==> config.mk <==
export PLATFORM = sky130hd
export DESIGN_NAME = mux_nto1_reg_flat
export DESIGN_NICKNAME = d
export VERILOG_FILES = /design/src/rtl/mux_nto1_reg_if.sv /design/src/rtl/mux_nto1_reg.sv /design/src/flat_wrapper.sv
export SDC_FILE = /design/constraint.sdc
export NUM_CORES = 1
export LEC_CHECK = 0
export ABC_AREA = 1
export BUFFER_PORTS_ARGS = -buffer_cell sky130_fd_sc_hd__buf_2
export CORE_AREA = 2 2 235 237
export CTS_CLUSTER_DIAMETER = 100
export DETAILED_ROUTE_END_ITERATION = 8
export DIE_AREA = 0 0 237 239
export HOLD_SLACK_MARGIN = 0.02
export PLACE_DENSITY_LB_ADDON = 0.1
export SLEW_MARGIN = 0
export SYNTH_ARGS = -nofsm -noshare
export SYNTH_HDL_FRONTEND = slang
export SYNTH_SLANG_ARGS = --single-unit
==> constraint.sdc <==
create_clock -name clk -period 5.4 [get_ports clk]
set_input_delay 0.27 -clock clk [delete_from_list [all_inputs] [get_ports clk]]
set_output_delay 0.27 -clock clk [all_outputs]
set_load 0.02 [all_outputs]
==> src/rtl/mux_nto1_reg_if.sv <==
// Handshake and data bundle for the registered N-to-1 multiplexer.
// slave is the mux side, master is the producer/consumer side.
interface mux_nto1_reg_if #(
    parameter int N    = 16,
    parameter int W    = 32,
    parameter int CNTW = 16
);
    localparam int SELW = $clog2(N);

    logic [N*W-1:0]  in;
    logic [N-1:0]    in_valid;
    logic [N-1:0]    in_ready;
    logic [SELW-1:0] sel;
    logic            mode;
    logic [W-1:0]    out;
    logic [SELW-1:0] out_sel;
    logic            out_valid;
    logic            out_ready;
    logic [CNTW-1:0] xfer_cnt;

    modport master (
        output in, in_valid, sel, mode, out_ready,
        input  in_ready, out, out_sel, out_valid, xfer_cnt
    );

    modport slave (
        input  in, in_valid, sel, mode, out_ready,
        output in_ready, out, out_sel, out_valid, xfer_cnt
    );
endinterface

==> src/rtl/mux_nto1_reg.sv <==
// Registered N-channel multiplexer with explicit-select and
// round-robin modes, valid/ready on both sides and a transfer counter.
module mux_nto1_reg #(
    parameter int N    = 16,
    parameter int W    = 32,
    parameter int CNTW = 16
) (
    input  logic           clk,
    input  logic           rst,
    mux_nto1_reg_if.slave  bus
);
    localparam int SELW = $clog2(N);

    logic [SELW-1:0] ptr;
    logic [SELW-1:0] ptr_nxt;
    logic [SELW-1:0] c;
    logic            hit;
    logic            space;
    logic            take;
    logic [W-1:0]    data;
    logic [W-1:0]    out_q;
    logic [SELW-1:0] sel_q;
    logic            vld_q;
    logic [CNTW-1:0] cnt_q;

    // Pick the channel: explicit sel, or first valid from ptr upward.
    always_comb begin
        int j;
        logic [SELW-1:0] idx;
        j   = 0;
        idx = '0;
        hit = 1'b0;
        c   = '0;
        if (bus.mode) begin
            for (int i = 0; i < N; i++) begin
                j = int'(ptr) + i;
                if (j >= N) j = j - N;
                idx = SELW'(j);
                if (!hit && bus.in_valid[idx]) begin
                    hit = 1'b1;
                    c   = idx;
                end
            end
        end else if (int'(bus.sel) < N) begin
            hit = 1'b1;
            c   = bus.sel;
        end
    end

    // Fetch the chosen channel's word with constant part-selects.
    always_comb begin
        data = '0;
        for (int k = 0; k < N; k++) begin
            if (c == SELW'(k)) data = bus.in[k*W +: W];
        end
    end

    // Grant the chosen channel whenever the output register can load.
    always_comb begin
        space        = !vld_q || bus.out_ready;
        bus.in_ready = '0;
        if (!rst && space && hit) bus.in_ready[c] = 1'b1;
        take    = !rst && space && hit && bus.in_valid[c];
        ptr_nxt = (int'(c) == N - 1) ? '0 : c + 1'b1;
    end

    // Output register, valid flag and round-robin pointer.
    always_ff @(posedge clk or posedge rst) begin
        if (rst) begin
            out_q <= '0;
            sel_q <= '0;
            vld_q <= 1'b0;
            ptr   <= '0;
        end else if (take) begin
            out_q <= data;
            sel_q <= c;
            vld_q <= 1'b1;
            if (bus.mode) ptr <= ptr_nxt;
        end else if (bus.out_ready) begin
            vld_q <= 1'b0;
        end
    end

    // Count completed output handshakes, wrapping naturally.
    always_ff @(posedge clk or posedge rst) begin
        if (rst) begin
            cnt_q <= '0;
        end else if (vld_q && bus.out_ready) begin
            cnt_q <= cnt_q + 1'b1;
        end
    end

    assign bus.out       = out_q;
    assign bus.out_sel   = sel_q;
    assign bus.out_valid = vld_q;
    assign bus.xfer_cnt  = cnt_q;
endmodule

==> src/flat_wrapper.sv <==
// flat-port wrapper written by rule: the top's interface ports become plain ports
module mux_nto1_reg_flat 
#(
    parameter int N    = 16,
    parameter int W    = 32,
    parameter int CNTW = 16
)
  (clk, rst, bus_in, bus_in_valid, bus_sel, bus_mode, bus_out_ready, bus_in_ready, bus_out, bus_out_sel, bus_out_valid, bus_xfer_cnt);
  mux_nto1_reg_if #(.N(N), .W(W), .CNTW(CNTW)) bus_i ();
  input  logic clk;
  input  logic rst;
  input wire logic [$bits(bus_i.in)-1:0] bus_in;
  input wire logic [$bits(bus_i.in_valid)-1:0] bus_in_valid;
  input wire logic [$bits(bus_i.sel)-1:0] bus_sel;
  input wire logic [$bits(bus_i.mode)-1:0] bus_mode;
  input wire logic [$bits(bus_i.out_ready)-1:0] bus_out_ready;
  output wire logic [$bits(bus_i.in_ready)-1:0] bus_in_ready;
  output wire logic [$bits(bus_i.out)-1:0] bus_out;
  output wire logic [$bits(bus_i.out_sel)-1:0] bus_out_sel;
  output wire logic [$bits(bus_i.out_valid)-1:0] bus_out_valid;
  output wire logic [$bits(bus_i.xfer_cnt)-1:0] bus_xfer_cnt;
  assign bus_i.in = bus_in;
  assign bus_i.in_valid = bus_in_valid;
  assign bus_i.sel = bus_sel;
  assign bus_i.mode = bus_mode;
  assign bus_i.out_ready = bus_out_ready;
  assign bus_in_ready = bus_i.in_ready;
  assign bus_out = bus_i.out;
  assign bus_out_sel = bus_i.out_sel;
  assign bus_out_valid = bus_i.out_valid;
  assign bus_xfer_cnt = bus_i.xfer_cnt;
  mux_nto1_reg #(.N(N), .W(W), .CNTW(CNTW)) u_core (.clk(clk), .rst(rst), .bus(bus_i));
endmodule
# Word-level counts from Yosys, hierarchy flattened
# Cells that the tools add are included.
[classes]
muxes = 137
eq_ne = 16
add_sub_neg = 33
reduce_logical = 41
n_lt_le_gt_ge = 34
[ops]
columns = ["op", "count"]
rows = [
  ["32-bit 2-to-1 mux", 16],
  ["4-bit 2-to-1 mux", 50],
  ["4-bit by 5-bit less-than comparator with 1-bit output (second input constant)", 17],
  ["5-bit >= comparator (second input constant)", 15],
  ["1-bit binary-select mux with 4-bit select", 17],
  ["4-bit by 1-bit subtractor with 4-bit output (second input constant)", 16],
  ["1-bit 2-to-1 mux", 52],
  ["4-bit by 4-bit adder with 5-bit output (second input constant)", 8],
  ["4-bit equality test (second input constant)", 8],
  ["4-bit by 3-bit adder with 5-bit output (second input constant)", 4],
  ["1-bit logical AND", 20],
  ["1-bit zero test", 17],
  ["16-bit by 1-bit adder with 16-bit output (second input constant)", 1],
  ["4-bit by 3-bit equality test with 1-bit output (second input constant)", 4],
  ["16-bit 2-to-1 mux", 1],
  ["4-bit by 2-bit adder with 5-bit output (second input constant)", 2],
  ["4-bit by 1-bit equality test with 1-bit output (second input constant)", 2],
  ["4-bit by 2-bit equality test with 1-bit output (second input constant)", 2],
  ["4-bit by 1-bit adder with 5-bit output (second input constant)", 1],
  ["4-bit by 5-bit >= comparator with 1-bit output (second input constant)", 1],
  ["4-bit by 1-bit adder with 4-bit output (second input constant)", 1],
  ["1-bit demux with 4-bit select", 1],
  ["4-bit by 1-bit >= comparator with 1-bit output (second input constant)", 1],
  ["4-bit zero test", 1],
  ["3 further kinds", 3],
]
[word_totals]
output_inout_bits = 69
regBits = 57
inputBits = 536

# Depth between registers and ports, before layout
[logic_depth]
ltp_word = 84
depth_mapped = 43
depth_no_buf = 41

# Worst setup path before layout
# No wires, ideal clock.
[synth_timing]
kind = "register -> register"
from = "reg u_core.ptr[1]"
to = "reg u_core.out_q[26] (netlist: u_core.bus.out[26])"
path_slack_ns = 0.359
t_arrival_ns = 4.925
t_required_ns = 5.283
setup_time_ns = 0.117
stages_incl_launch_ff = 44
cell_sequence = "dfrtp_1 inv_1 buf_2 ha_1 clkbuf_1 nand3_1 nand3_1 nand3_1 nand2_1 nand4_1 nor2_2 nand4_1 nor2_2 nand4_2 nor2_2 nand2_1 inv_1 nor3_1 [... 8 more ...] buf_2 nand2_1 inv_1 nand2_1 nand2_1 nand3_1 nand2_1 nand2_1 nand2_1 nand3_1 nand3_1 nand3_1 nand2_1 nand3_1 nand2_1 nand2_1 nand2_1 nand2_1"
[synth_between]
elab_chain_len = 84
elab_cells_between_ends = 226
cone_classes = "31 x add/sub; 16 x order compare; 15 x eq/ne; 131 x mux; 33 x reduce/logical"
[synth_rtl]
columns = ["item", "line_no", "source"]
rows = [
  ["start: declaration", "mux_nto1_reg.sv:14", "logic [SELW-1:0] ptr;"],
  ["start signal: assignment", "mux_nto1_reg.sv:78", "if (bus.mode) ptr <= ptr_nxt;"],
  ["parallel branches: the longest is 65 deep, another holds 4-bit by 1-bit adder with 5-bit output", "n/a", ""],
  ["4-bit 2-to-1 mux (*)", "mux_nto1_reg.sv:39", "if (!hit && bus.in_valid[idx]) begin"],
  ["4-bit 2-to-1 mux (*)", "mux_nto1_reg.sv:34", "if (bus.mode) begin"],
  ["via u_core.c[0]", "mux_nto1_reg.sv:16", "logic [SELW-1:0] c;"],
  ["4-bit zero test", "mux_nto1_reg.sv:54", "if (c == SELW'(k)) data = bus.in[k*W +: W];"],
  ["32-bit 2-to-1 mux (16 in series)", "mux_nto1_reg.sv:54", ""],
  ["end signal: assignment", "mux_nto1_reg.sv:75", "out_q <= data;"],
  ["end: declaration", "mux_nto1_reg.sv:21", "logic [W-1:0] out_q;"],
]
# Mark *: on every way through the listed nets, which the timed path passes. The select of a mux whose other input is x is not followed.
# A chain may end at the register's enable or synchronous reset.

# Worst setup path after layout
[layout_timing]
from = "reg u_core.ptr[0]"
to = "reg u_core.out_q[25] (netlist: u_core.bus.out[25])"
# Same word-level chain as after synthesis.

==> metrics.md <==
| Metric | Value |
|---|---|
| Crit-path most repeated cell | `nand2_1` |
| Seq pwr share | `5.1%` |
| First-pass GRT wire length | `102 mm` |
| Family with the most delay on the worst path | `simple AND/OR/NAND/NOR gates` |
| Total grt overflow | `0` |
| Most frequent cells in the layout | `700 x nand2_1, 604 x buf_2, 272 x nand3_1, 209 x inv_1, 155 x buf_4` |
| Worst Path Required | `5.64 ns` |
| Synth Instances | `2046` |
| Final hold vios | `0` |
| Routed via count | `16050` |
| Core outline area | `54300 sq um` |
| RSZ-0062 raised after global routing | `yes` |
| Internal Power | `5.67 mW` |
| Layout cell share with drive strength beyond 1 | `39.4%` |
| Drt initial violations | `1158` |
| # setup viols final | `0` |
| F_max | `193 MHz` |
| Syn nets | `2594` |
| Final core occ | `31.3%` |
| Critical Path AT | `5.41 ns` |
| Post-place instance area | `15400 sq um` |
| Overall power | `14.3 mW` |
| Syn-to-layout area delta | `63.4%` |
| Buf/Inv on CP | `8` |
| Count of different cell masters after synthesis | `43` |
| Vias per cell | `4.63` |
| CTS tree | `built` |
| Worst slew pin tran | `0.820 ns` |
| Synth Flop Type | `dfrtp_1` |
| PD cells | `837 nW/um^2` |
| GRT Total Usage | `24.4%` |
| CTS Buf Count | `9` |
| H-tree depth | `3` |
| YS warnings | `0` |
| Maxcap violations | `0` |
| LEAKAGE | `9.50 nW` |
| Post-route ant nets | `0` |
| Port bufs | `604` |
| Hpwl dp | `60.5 mm` |
| Post-route cell area | `17000 sq um` |
| Placed cells | `3402` |
| Clock root buffer master | `clkbuf_16` |
| Post-Synthesis Mean Instance Area | `5.09 sq um` |
| Slew Limit Fails | `0` |
| Slowest CP cell | `dfrtp_1` |
| Yosys reg bits | `57` |
| DRC errors left | `0` |
| Drt pass-1 iters | `5` |
| Clk pwr share | `3.8%` |
| Row cnt | `86` |
| Most common library cell in the layout ignoring fill and taps | `nand2_1` |
| Critical Setup Path Class | `flop to flop` |
| Largest net degree at the start of global routing | `58` |
| GP Congestion | `0.984` |
| WL/cell | `21.0 um` |
| Part of the Yosys area used for sequential elements | `13.7%` |
| Slew HR | `45.3%` |
| Die Area | `56600 sq um` |
| Antenna violations before repair | `23` |
| Synth async-reset ratio | `100%` |
| Fin cells | `3467` |
| Number of synthesized flops with an enable pin | `0` |
| Worst-path maximum fanout | `18` |
| Worst Setup End Kind | `flop` |
| Fin Hold WS | `0.171 ns` |
| VDD IR max | `0.000277 V` |
| Die X | `237 um` |
| Final nets | `3293` |
| Clock sink count | `57` |
| CTS Hold Bufs | `0` |
| Outcome | `finished clean` |
| Minimum clock period after layout | `5.18 ns` |
| Max Root-Sink Buffers | `2` |
| Switching Power | `8.58 mW` |
| Clk_lat worst skew | `0.35 ns` |
| Fillers | `6347` |
| Comb power frac | `91.1%` |
| Synthesized area | `10400 sq um` |
| Critical Path Start Type | `flop` |
| Final wirelength | `72.7 mm` |
| Worst path max stage delay | `0.41 ns` |
| Initial core utilization | `19.2%` |
| Clk_skew | `0.0112 ns` |
| I/O Pins | `605` |
| Clock slew at reported path FFs | `0.06 ns` |
| Period utilisation layout | `95.9%` |
| Sw frac | `60.2%` |
| DIE HEIGHT | `239 um` |
| Hold Path Class | `input pin to flop` |
| Vias in the first global route | `15713` |
cell families (layout without fill, tap and decap cells):
family,count (synthesis),in the layout,synth area share (%)
AO/OA/AOI/OAI,140,140,7.17
XOR/XNOR,21,21,1.84
adder cells (fa/ha/maj),12,12,1.44
buffers and inverters,359,1063,14.2
flip-flops,57,57,13.7
multiplexers,1,1,0.108
other,0,13,0
AND/OR/NAND/NOR,1456,1456,61.6
worst paths after layout:
kind                       cells after the start               from                     to  slack, ns
min in group asynchronous                      3                rst     u_core.bus.out[28]       0.30
min reg2reg                                    2  u_core.bus.out[7]      u_core.bus.out[7]       0.48
max                                           40      u_core.ptr[0]     u_core.bus.out[25]       0.22
max in group asynchronous                      3                rst  u_core.bus.out_sel[3]       4.57
max reg2reg                                   40      u_core.ptr[0]     u_core.bus.out[25]       0.22
min                                            2      bus_out_ready   u_core.bus.out_valid       0.17
power groups by stage:
stage / clock [mW] / combinational [mW] / sequential (mW)
after global routing: 0.569 / 14.3 / 0.747
after CTS: 0.554 / 11.7 / 0.725
after floorplan: 0 / 6.32 / 0.888
after global placement: 0 / 11.7 / 0.727
final: 0.540 / 13.0 / 0.727
after detailed placement: 0 / 11.6 / 0.730
worst reg2reg max path: cells and delay by family (launching register included):
family	cells	cell delay [ns]
AND/OR/NAND/NOR	27	2.49
adder cells (fa/ha/maj)	2	0.40
flip-flops	1	0.41
AO/OA/AOI/OAI	3	0.64
buffers and inverters	8	1.10
flip-flops by register name (all words and copies together), names as in the netlist:
name and flops:
u_core.bus.out_valid 1, u_core.ptr 4, u_core.bus.out_sel 4, u_core.bus.out 32
u_core.bus.xfer_cnt 16
cells in the mapped netlist, drive strengths merged, types with 3 or more instances:
master / number / share of area [%]
buf: 59 / 3.4
nor2: 161 / 6.2
xor2: 12 / 1.0
o21ai: 83 / 4.0
a21oi: 46 / 2.3
nand4: 48 / 3.1
clkinv: 4 / 0.16
nand3: 329 / 16
xnor2: 9 / 0.83
ha: 12 / 1.4
clkbuf: 64 / 2.3
o211ai: 3 / 0.22
nand3b: 4 / 0.29
dfrtp: 57 / 14
or2: 96 / 5.8
nor3: 48 / 2.3
nand2: 767 / 28
inv: 232 / 8.4
cell type report:
| type | count | area, sq um | area share (%) |
|---|---|---|---|
| clock buffers | 10 | 229 | 1.34 |
| diodes | 13 | 32.5 | 0.191 |
| clock inverters | 6 | 45.0 | 0.265 |
| well taps | 704 | 881 | 5.17 |
| repair buffers | 811 | 5170 | 30.4 |
| inverters | 236 | 912 | 5.36 |
| multi-input cells | 1630 | 8330 | 48.9 |
| flip-flops and latches | 57 | 1430 | 8.38 |
layer usage:
metal / global-route usage, % / routed length [um] / up-vias
met5: 0 / 126 / -
met4: 5.70 / 1340 / 18
met3: 4.11 / 4680 / 79
met2: 43.3 / 36000 / 596
met1: 30.6 / 30500 / 7486
li1: - / - / 7871
stage by stage:
step / setup slack [ns] / TNS (ns)
detailed placement: -0.326 / -4.56
CTS: 0.0113 / 0
global route: -0.0562 / -0.618
global placement: -0.378 / -5.41
floorplan: 0.359 / 0
finish: 0.223 / 0
timing repair:
item | CTS | global route
cloned | 0 | 6
setup buffers | 0 | 31
pin swaps | 0 | 52
endpoints found under the setup margin | 34 | 37
gates resized for setup | 13 | 205
No activity file was read; power rests on OpenSTA's default activity.
